==> config.mk <==
export PLATFORM = sky130hd
export DESIGN_NAME = serial_sub_ctrl
export DESIGN_NICKNAME = d
export VERILOG_FILES = /design/src/rtl/serial_sub_pkg.sv /design/src/rtl/full_sub_cell.sv /design/src/rtl/serial_sub_ctrl.sv
export SDC_FILE = /design/constraint.sdc
export NUM_CORES = 1
export LEC_CHECK = 0
export ABC_AREA = 0
export BUFFER_PORTS_ARGS = -buffer_cell sky130_fd_sc_hd__buf_2
export CAP_MARGIN = 20
export CORE_ASPECT_RATIO = 1.1
export CORE_MARGIN = 3
export CORE_UTILIZATION = 47
export CTS_BUF_LIST = sky130_fd_sc_hd__clkbuf_16
export DETAILED_ROUTE_END_ITERATION = 10
export PLACE_DENSITY = 0.78
export SLEW_MARGIN = 20
export SYNTH_ARGS = -nofsm -noshare
export SYNTH_HDL_FRONTEND = slang
export SYNTH_SLANG_ARGS = --single-unit
==> constraint.sdc <==
create_clock -name clk -period 3.91 [get_ports clk]
set_clock_uncertainty 0.2 [all_clocks]
set_input_delay 0.5865 -clock clk [delete_from_list [all_inputs] [get_ports clk]]
set_output_delay 0.5865 -clock clk [all_outputs]
set_load 0.03 [all_outputs]
==> src/rtl/serial_sub_pkg.sv <==
// Shared types and constants for the bit-serial subtractor controller.
package serial_sub_pkg;

    localparam int DEFAULT_WIDTH = 8;

    typedef enum logic [1:0] {
        IDLE  = 2'd0,
        SHIFT = 2'd1,
        DONE  = 2'd2
    } state_t;

endpackage

==> src/rtl/full_sub_cell.sv <==
// Combinational 1-bit full subtractor: d = x - y - z, with borrow-out b.
module full_sub_cell (
    input  logic x,
    input  logic y,
    input  logic z,
    output logic d,
    output logic b
);

    assign d = x ^ y ^ z;
    assign b = (~x & y) | (~x & z) | (y & z);

endmodule

==> src/rtl/serial_sub_ctrl.sv <==
// Bit-serial subtractor controller: computes diff = a - b - bin, LSB first,
// by time-sharing one full_sub_cell over WIDTH cycles.
module serial_sub_ctrl
    import serial_sub_pkg::*;
#(
    parameter  int WIDTH = DEFAULT_WIDTH,
    localparam int CNT_W = $clog2(WIDTH + 1)
) (
    input  logic             clk,
    input  logic             rst,
    input  logic             start,
    input  logic [WIDTH-1:0] a,
    input  logic [WIDTH-1:0] b,
    input  logic             bin,
    output logic             ready,
    output logic             busy,
    output logic             done,
    output logic [WIDTH-1:0] diff,
    output logic             bout,
    output logic             ovf
);

    localparam logic [CNT_W-1:0] LAST_CNT = CNT_W'(WIDTH - 1);

    state_t           state;
    state_t           state_next;
    logic [CNT_W-1:0] cnt;
    logic             borrow;
    logic [WIDTH-1:0] a_sr;
    logic [WIDTH-1:0] b_sr;
    logic [WIDTH-1:0] d_sr;
    logic             a_msb;
    logic             b_msb;
    logic             cell_d;
    logic             cell_b;
    logic             last_bit;
    logic [WIDTH-1:0] d_shift;

    full_sub_cell u_cell (
        .x (a_sr[0]),
        .y (b_sr[0]),
        .z (borrow),
        .d (cell_d),
        .b (cell_b)
    );

    assign last_bit = (state == SHIFT) && (cnt == LAST_CNT);
    assign d_shift  = {cell_d, d_sr[WIDTH-1:1]};

    always_ff @(posedge clk) begin
        if (rst) begin
            state <= IDLE;
        end else begin
            state <= state_next;
        end
    end

    always_comb begin
        state_next = state;
        unique case (state)
            IDLE:    if (start) state_next = SHIFT;
            SHIFT:   if (last_bit) state_next = DONE;
            DONE:    state_next = IDLE;
            default: state_next = IDLE;
        endcase
    end

    // Result registers are written only on the DONE-entry edge, using the
    // shifted value so the final bit is included.
    always_ff @(posedge clk) begin
        if (rst) begin
            cnt    <= '0;
            borrow <= 1'b0;
            a_sr   <= '0;
            b_sr   <= '0;
            d_sr   <= '0;
            a_msb  <= 1'b0;
            b_msb  <= 1'b0;
            diff   <= '0;
            bout   <= 1'b0;
            ovf    <= 1'b0;
        end else begin
            case (state)
                IDLE: begin
                    if (start) begin
                        a_sr   <= a;
                        b_sr   <= b;
                        borrow <= bin;
                        a_msb  <= a[WIDTH-1];
                        b_msb  <= b[WIDTH-1];
                        cnt    <= '0;
                    end
                end
                SHIFT: begin
                    d_sr   <= d_shift;
                    a_sr   <= {1'b0, a_sr[WIDTH-1:1]};
                    b_sr   <= {1'b0, b_sr[WIDTH-1:1]};
                    borrow <= cell_b;
                    cnt    <= cnt + CNT_W'(1);
                    if (last_bit) begin
                        diff <= d_shift;
                        bout <= cell_b;
                        ovf  <= (a_msb != b_msb) && (d_shift[WIDTH-1] != a_msb);
                    end
                end
                default: ;
            endcase
        end
    end

    assign ready = (state == IDLE);
    assign busy  = (state == SHIFT) || (state == DONE);
    assign done  = (state == DONE);

endmodule

==> results.toml, run 1 <==
[status]
status = "completed"

[drt]
viasPerCell = 5.291
wl_mm = 3.771
vias = 1508
drc = 0
ant_nets = 0
drtIter0Drc = 88
drt-pass1-iter-count = 4
post_drt_wl_per_cell_um = 13.23

[die]
rows = 24
die_h_um = 74.07
die_area_mm2 = 0.005027
pin_count = 33
dieWidth_um = 67.88
core_area_mm2 = 0.004024
start_util = 0.4919

[synthesis]
ys_seq_elements = 42
synth_warnings = 0
syn_area_mm2 = 0.001979
syn_avg_cell_area_um2 = 9.516
yosysSeqAreaShare = 0.4248
syn_inst = 208
synth_cell_types = 34
synthFlopType = "dfxtp_1"
synth_edf_count = 0
syn-num-nets = 233
synthArstFlopShare = 0

[cells_and_area]
mostFrequentLayoutCells = "dfxtp_1, buf_2, nor2_1, nand2_1, mux2i_1"
multi_input_area_mm2 = 0.001023
drive_above_1_share = 0.2618
final_util = 0.5672
layout.area.seq_um2 = 840.8
fillCellCount = 382
syn_to_final_growth_pct = 15.30
nets = 257
diodes = 0
layout_commonest_cell = "dfxtp_1"

[timing]
tightest_slew_ns = 0.8816
finalMaxSlewViolations = 0
max_freq_mhz = 439.9
rsz0062_at_grt = "no"
final.period_utilization = 0.5814
fin_setup_tns_ns = 0
relSlewSlack = 0.4123
period_needed_ns = 2.273
hold_viol = 0
setup_violations = 0

[global_routing]
grtUsageTotal = 0.1664
grt_pass1_vias = 1397
grt_pass1_wl_mm = 6.265
grt_antenna_before_repair = 0
grt.overflow.total = 0
grt_max_degree = 43

[clock_network]
clkSinkCount = 42
ctsLongestPathBuffers = 2
clockRootBuffer = "clkbuf_16"
cts_hold_buf = 0
clk_transition_reported_paths_ns = 0.06
postCtsSetupRepairBufs = 0
cts_buffers = 5
cts_resized = 0
clkLatencyLatePin_ns = 0.28
htreeDepth = 2
cts_tree = "built"

[worst_setup_path]
worstPathMaxFanout = 17
cpPeakStageDelay_ns = 0.50
cp.arrival_ns = 1.49
path_class = "flip-flop to output pin"
rrSetupSlack_ns = 1.70
cp_cell_sequence = "inv_1 > ha_1 > buf_2"
cpMaxStageDelayCell = "ha_1"
cp-start-kind = "flip-flop"
crit_path_end_kind = "output pin"
required_ns = 3.12

[job]
maxCapViolCount = 0

[placed_design]
dpl.hpwl_mm = 2.593
port_buffers = 32
place_congestion = 0.7566

[min_path]
min_path_type = "flip-flop to flip-flop"

[power]
p_leak_uw = 0.0009076
power.density_mw_per_mm2 = 477.7
vdd_drop_max_mv = 0.2894
## kinds of logic (layout without fill, tap and decap cells)
family / Yosys count / after routing / share of synthesized area
AND/OR/NAND/NOR: 71 / 71 / 0.1713
AO/OA/AOI/OAI: 45 / 45 / 0.1858
adder cells (fa/ha/maj): 5 / 5 / 0.03540
multiplexers: 23 / 23 / 0.1188
buffers and inverters: 21 / 46 / 0.05942
XOR/XNOR: 1 / 1 / 0.004426
flip-flops: 42 / 42 / 0.4248
## final cells by class
cell class / count / area share
inverter: 5 / 0.008224
tap: 52 / 0.02851
sequential: 42 / 0.3684
clock buffer: 5 / 0.05482
timing repair buffer: 33 / 0.07346
multi-input combinational: 145 / 0.4485
clock inverter: 3 / 0.01809
## stage by stage
stage	std cells	power (uW)	worst slack [ns]	cell area (um^2)	hold slack, ns
floorplan	208	612.6	2.089	1979	0.2313
detailed placement	277	639.7	1.705	2116	0.2433
global placement	277	632.9	1.783	2116	0.2424
global route	285	1147	1.496	2282	0.2657
finish	285	1090	1.637	2282	0.2507
CTS	285	1100	1.618	2282	0.2516
## cell usage after synthesis (4+ instances only)
master / count / share of area
dfxtp_1: 42 / 0.42
nor2_1: 27 / 0.051
mux2i_1: 22 / 0.11
nand2_1: 22 / 0.042
a21oi_1: 17 / 0.043
a211oi_2: 15 / 0.095
buf_4: 5 / 0.019
clkbuf_1: 5 / 0.0095
inv_1: 5 / 0.0095
nand3_1: 5 / 0.013
a211oi_1: 4 / 0.015
ha_1: 4 / 0.025
nor2b_1: 4 / 0.013
## where the power goes
group	switching (uW)	internal (uW)	leakage, uW
sequential	15.8	453	0.000343
combinational	94.2	67.0	0.000483
clock	162	299	0.0000812
## routing by layer
| metal | GRT usage | part of all wire | vias to the layer above | wire length, um |
|---|---|---|---|---|
| met5 | 0 | 0 | - | 0 |
| met4 | 0.06181 | 0.014 | 0 | 53 |
| met3 | 0.05589 | 0.045 | 5 | 168 |
| met2 | 0.2638 | 0.51 | 25 | 1913 |
| met1 | 0.2097 | 0.43 | 707 | 1636 |
| li1 | - | - | 771 | - |
## worst paths after layout
kind	start	to	cells past startpoint
worst max-delay path	state[0]$_SDFFE_PP0P_	ready	3
worst min-delay path	diff[4]$_SDFFE_PP0P_	diff[4]$_SDFFE_PP0P_	2
worst max register to register	state[1]$_SDFFE_PP0P_	b_sr[4]$_SDFFE_PP0P_	6
worst min register to register	diff[4]$_SDFFE_PP0P_	diff[4]$_SDFFE_PP0P_	2
## state kept, by name, indices dropped and copies added (netlist names)
name    flops
a_msb       1
a_sr        8
b_msb       1
b_sr        8
borrow      1
bout        1
cnt         4
d_sr        7
diff        8
ovf         1
state       2
## worst max-delay path, delay by kind of cell (launching register included)
family                   cells  cell delay, ns
adder cells (fa/ha/maj)      1            0.50
buffers and inverters        2            0.39
flip-flops                   1            0.32
No activity file was read; power rests on OpenSTA's default activity.
==> inputs of run 2 (changes only) <==
--- a/config.mk
+++ b/config.mk
@@ -5,7 +5,7 @@
 export SDC_FILE = /design/constraint.sdc
 export NUM_CORES = 1
 export LEC_CHECK = 0
-export ABC_AREA = 0
+export ABC_AREA = 1
 export BUFFER_PORTS_ARGS = -buffer_cell sky130_fd_sc_hd__buf_2
 export CAP_MARGIN = 20
 export CORE_ASPECT_RATIO = 1.1
@@ -13,7 +13,7 @@
 export CORE_UTILIZATION = 47
 export CTS_BUF_LIST = sky130_fd_sc_hd__clkbuf_16
 export DETAILED_ROUTE_END_ITERATION = 10
-export PLACE_DENSITY = 0.78
+export PLACE_DENSITY = 0.79
 export SLEW_MARGIN = 20
 export SYNTH_ARGS = -nofsm -noshare
 export SYNTH_HDL_FRONTEND = slang
==> constraint.sdc (replaced) <==
create_clock -name clk -period 2.4 [get_ports clk]
set_clock_uncertainty 0.2 [all_clocks]
set_input_delay 0.36 -clock clk [delete_from_list [all_inputs] [get_ports clk]]
set_output_delay 0.36 -clock clk [all_outputs]
set_load 0.03 [all_outputs]
==> run 2 against run 1 <==
- die area down 6.4%
- sequential power rose by 62%
- clock power rose by 61%
- total power increased by 58%
- sequential share of layout area increased by 1.4 points
- register-to-register slack lost 1.1 ns
- non-clock buffer count rose by 5
- global-route usage is 0.92 points higher
- critical path type is now flip-flop to flip-flop
- critical endpoint is now ovf$_SDFFE_PP0P_
- largest cell class unchanged
==> results.toml, run 2 <==
[worst_setup_path]
path_class = "flip-flop to flip-flop"
rrSetupSlack_ns = 0.59
cpMaxStageDelayCell = "dfxtp_1"
cp_cell_sequence = "inv_1 > ha_1 > buf_4 > nand4_1 > clkinv_1 > o21ai_1 > nor2_1"
cpPeakStageDelay_ns = 0.35
path_buf_inv = 3
rr_startpoint = "state[1]$_SDFFE_PP0P_"
cp.arrival_ns = 1.79
crit_path_end_kind = "flip-flop"
rr_endpoint = "ovf$_SDFFE_PP0P_"
rr_worst_depth = 7
worstPathMaxFanout = 13
required_ns = 2.38
cp-start-kind = "flip-flop"
crit_family = "buffers and inverters"

[placed_design]
dpl.hpwl_mm = 2.548
place_congestion = 0.7795
port_buffers = 32

[cells_and_area]
nets = 315
diodes = 0
fillCellCount = 356
syn_to_final_growth_pct = 19.29
drive_above_1_share = 0.2027
top_regs = "a_sr x8, b_sr x8, diff x8"
mostFrequentLayoutCells = "nand2_1, dfxtp_1, buf_2, nor2_1, a21oi_1"
layout_commonest_cell = "nand2_1"

[die]
pin_count = 33
rows = 23
dieWidth_um = 65.69
start_util = 0.4961
die_area_mm2 = 0.004707
core_area_mm2 = 0.003712
die_h_um = 71.66

[synthesis]
synth_common_cells = "nand2_1, dfxtp_1, nor2_1"
synth_edf_count = 0
syn_area_mm2 = 0.001842
yosysMostFrequentCell = "nand2_1"
synth.area.top_cells = "dfxtp_1, nand2_1, a21oi_1"
synth_warnings = 0
synthArstFlopShare = 0
yosysSeqAreaShare = 0.4565
synthFlopType = "dfxtp_1"
synth_top_area_share = 0.4565
synth_cell_types = 26
ys_seq_elements = 42
syn_inst = 258
syn_avg_cell_area_um2 = 7.139
syn-num-nets = 283
yosys.area.top_type = "dfxtp_1"

[min_path]
min_path_type = "primary input to flip-flop"
hold_depth = 3
hp-start = "b[7]"
whs_endpoint = "b_msb$_SDFFE_PP0P_"

[drt]
vias = 1661
viasPerCell = 4.871
ant_nets = 0
drt-pass1-iter-count = 4
post_drt_wl_per_cell_um = 11.60
drtIter0Drc = 121
drc = 0
wl_mm = 3.954

[clock_network]
clkLatencyLatePin_ns = 0.28
clkSinkCount = 42
cts_hold_buf = 0
cts_resized = 0
clockRootBuffer = "clkbuf_16"
clk_transition_reported_paths_ns = 0.06
ctsLongestPathBuffers = 2
cts_buffers = 5
postCtsSetupRepairBufs = 0
htreeDepth = 2
cts_tree = "built"

[power]
power.switching_uw = 418.9
p_sw_frac = 0.2439
power.internal_uw = 1298
power.density_mw_per_mm2 = 781.6
vdd_drop_max_mv = 0.3785
power_uw = 1717
p_leak_uw = 0.001006
combPwrFrac = 0.127
p_clk_frac = 0.431
sequentialPowerShare = 0.442

[timing]
period_needed_ns = 1.813
rsz0062_at_grt = "no"
relSlewSlack = 0.6223
fin_setup_tns_ns = 0
final.period_utilization = 0.7554
finalMaxSlewViolations = 0
hold_viol = 0
max_freq_mhz = 551.6
tightest_slew_ns = 0.5660
setup_violations = 0

[global_routing]
grt_pass1_vias = 1498
grt_antenna_before_repair = 0
grt_max_degree = 25
grt_pass1_wl_mm = 6.451
grtUsageTotal = 0.1755
grt.overflow.total = 0

[job]
maxCapViolCount = 0

[status]
status = "completed"
-- run 2: cell types whose count changed after synthesis, moves of 9 or more --
cell      change
a211oi_2     -15
a21oi_1       +9
mux2i_1      -22
nand2_1      +70
nor2_2       +10
o21ai_0      +15
-- run 2: per-layer routing --
| layer | part of all wire | global-route usage | up-vias |
|---|---|---|---|
| met5 | 0 | 0 | - |
| met4 | 0.0081 | 0.05530 | 0 |
| met3 | 0.044 | 0.05329 | 3 |
| met2 | 0.47 | 0.2873 | 28 |
| met1 | 0.48 | 0.2201 | 758 |
| li1 | - | - | 872 |
-- run 2: stage by stage --
step	hold WS, ns	util	setup slack [ns]	cells	cell area [um^2]
after floorplan	0.2378	-	0.6520	258	1842
after global placement	0.2307	0.5480	0.6330	333	2034
after detailed placement	0.2419	0.5480	0.5911	333	2034
after CTS	0.1389	0.5918	0.5870	341	2197
after global routing	0.1599	0.5918	0.4489	341	2197
final	0.1378	0.5918	0.5872	341	2197
-- run 2: area by class of cell --
type / count / area, um^2 / share of cell area
Multi-Input combinational cell: 191 / 878.3 / 0.3998
Sequential cell: 42 / 840.8 / 0.3827
Timing Repair Buffer: 38 / 205.2 / 0.09339
Clock buffer: 5 / 125.1 / 0.05695
Tap cell: 50 / 62.56 / 0.02847
Inverter: 12 / 47.55 / 0.02164
Clock inverter: 3 / 37.54 / 0.01708
-- run 2: how the worst max path moves through the flow --
stage,from,end,slack (ns),depth (start not counted)
3_3_place_gp,state[1]$_SDFFE_PP0P_,ovf$_SDFFE_PP0P_,0.63,7
3_5_place_dp,state[1]$_SDFFE_PP0P_,ovf$_SDFFE_PP0P_,0.59,7
2_1_floorplan,state[0]$_SDFFE_PP0P_,a_sr[0]$_SDFFE_PP0P_,0.65,9
5_1_grt,state[1]$_SDFFE_PP0P_,ovf$_SDFFE_PP0P_,0.45,7
6_report,state[1]$_SDFFE_PP0P_,ovf$_SDFFE_PP0P_,0.59,7
4_1_cts,state[1]$_SDFFE_PP0P_,ovf$_SDFFE_PP0P_,0.59,7
-- run 2: logic make-up (layout without fill, tap and decap cells) --
| kind of cell | after synthesis | after routing | share of synthesized area |
|---|---|---|---|
| fa+ha+maj | 5 | 5 | 0.03804 |
| flops | 42 | 42 | 0.4565 |
| buf+inv | 25 | 58 | 0.06657 |
| xor+xnor | 2 | 2 | 0.009513 |
| compound gates | 46 | 46 | 0.1270 |
| simple gates | 138 | 138 | 0.3023 |
-- run 2: power groups by stage --
| stage | Combinational (uW) | Clock [uW] | Sequential [uW] |
|---|---|---|---|
| after global routing | 248 | 773 | 763 |
| after CTS | 218 | 748 | 759 |
| after floorplan | 170 | 0 | 768 |
| final | 218 | 740 | 759 |
| after detailed placement | 214 | 0 | 773 |
| after global placement | 212 | 0 | 772 |
-- run 2: worst reg2reg max path, cell delays in order (launching register included) --
cell,delay (ns)
dfxtp_1,0.35
inv_1,0.07
ha_1,0.24
buf_4,0.21
nand4_1,0.12
clkinv_1,0.27
o21ai_1,0.20
nor2_1,0.05
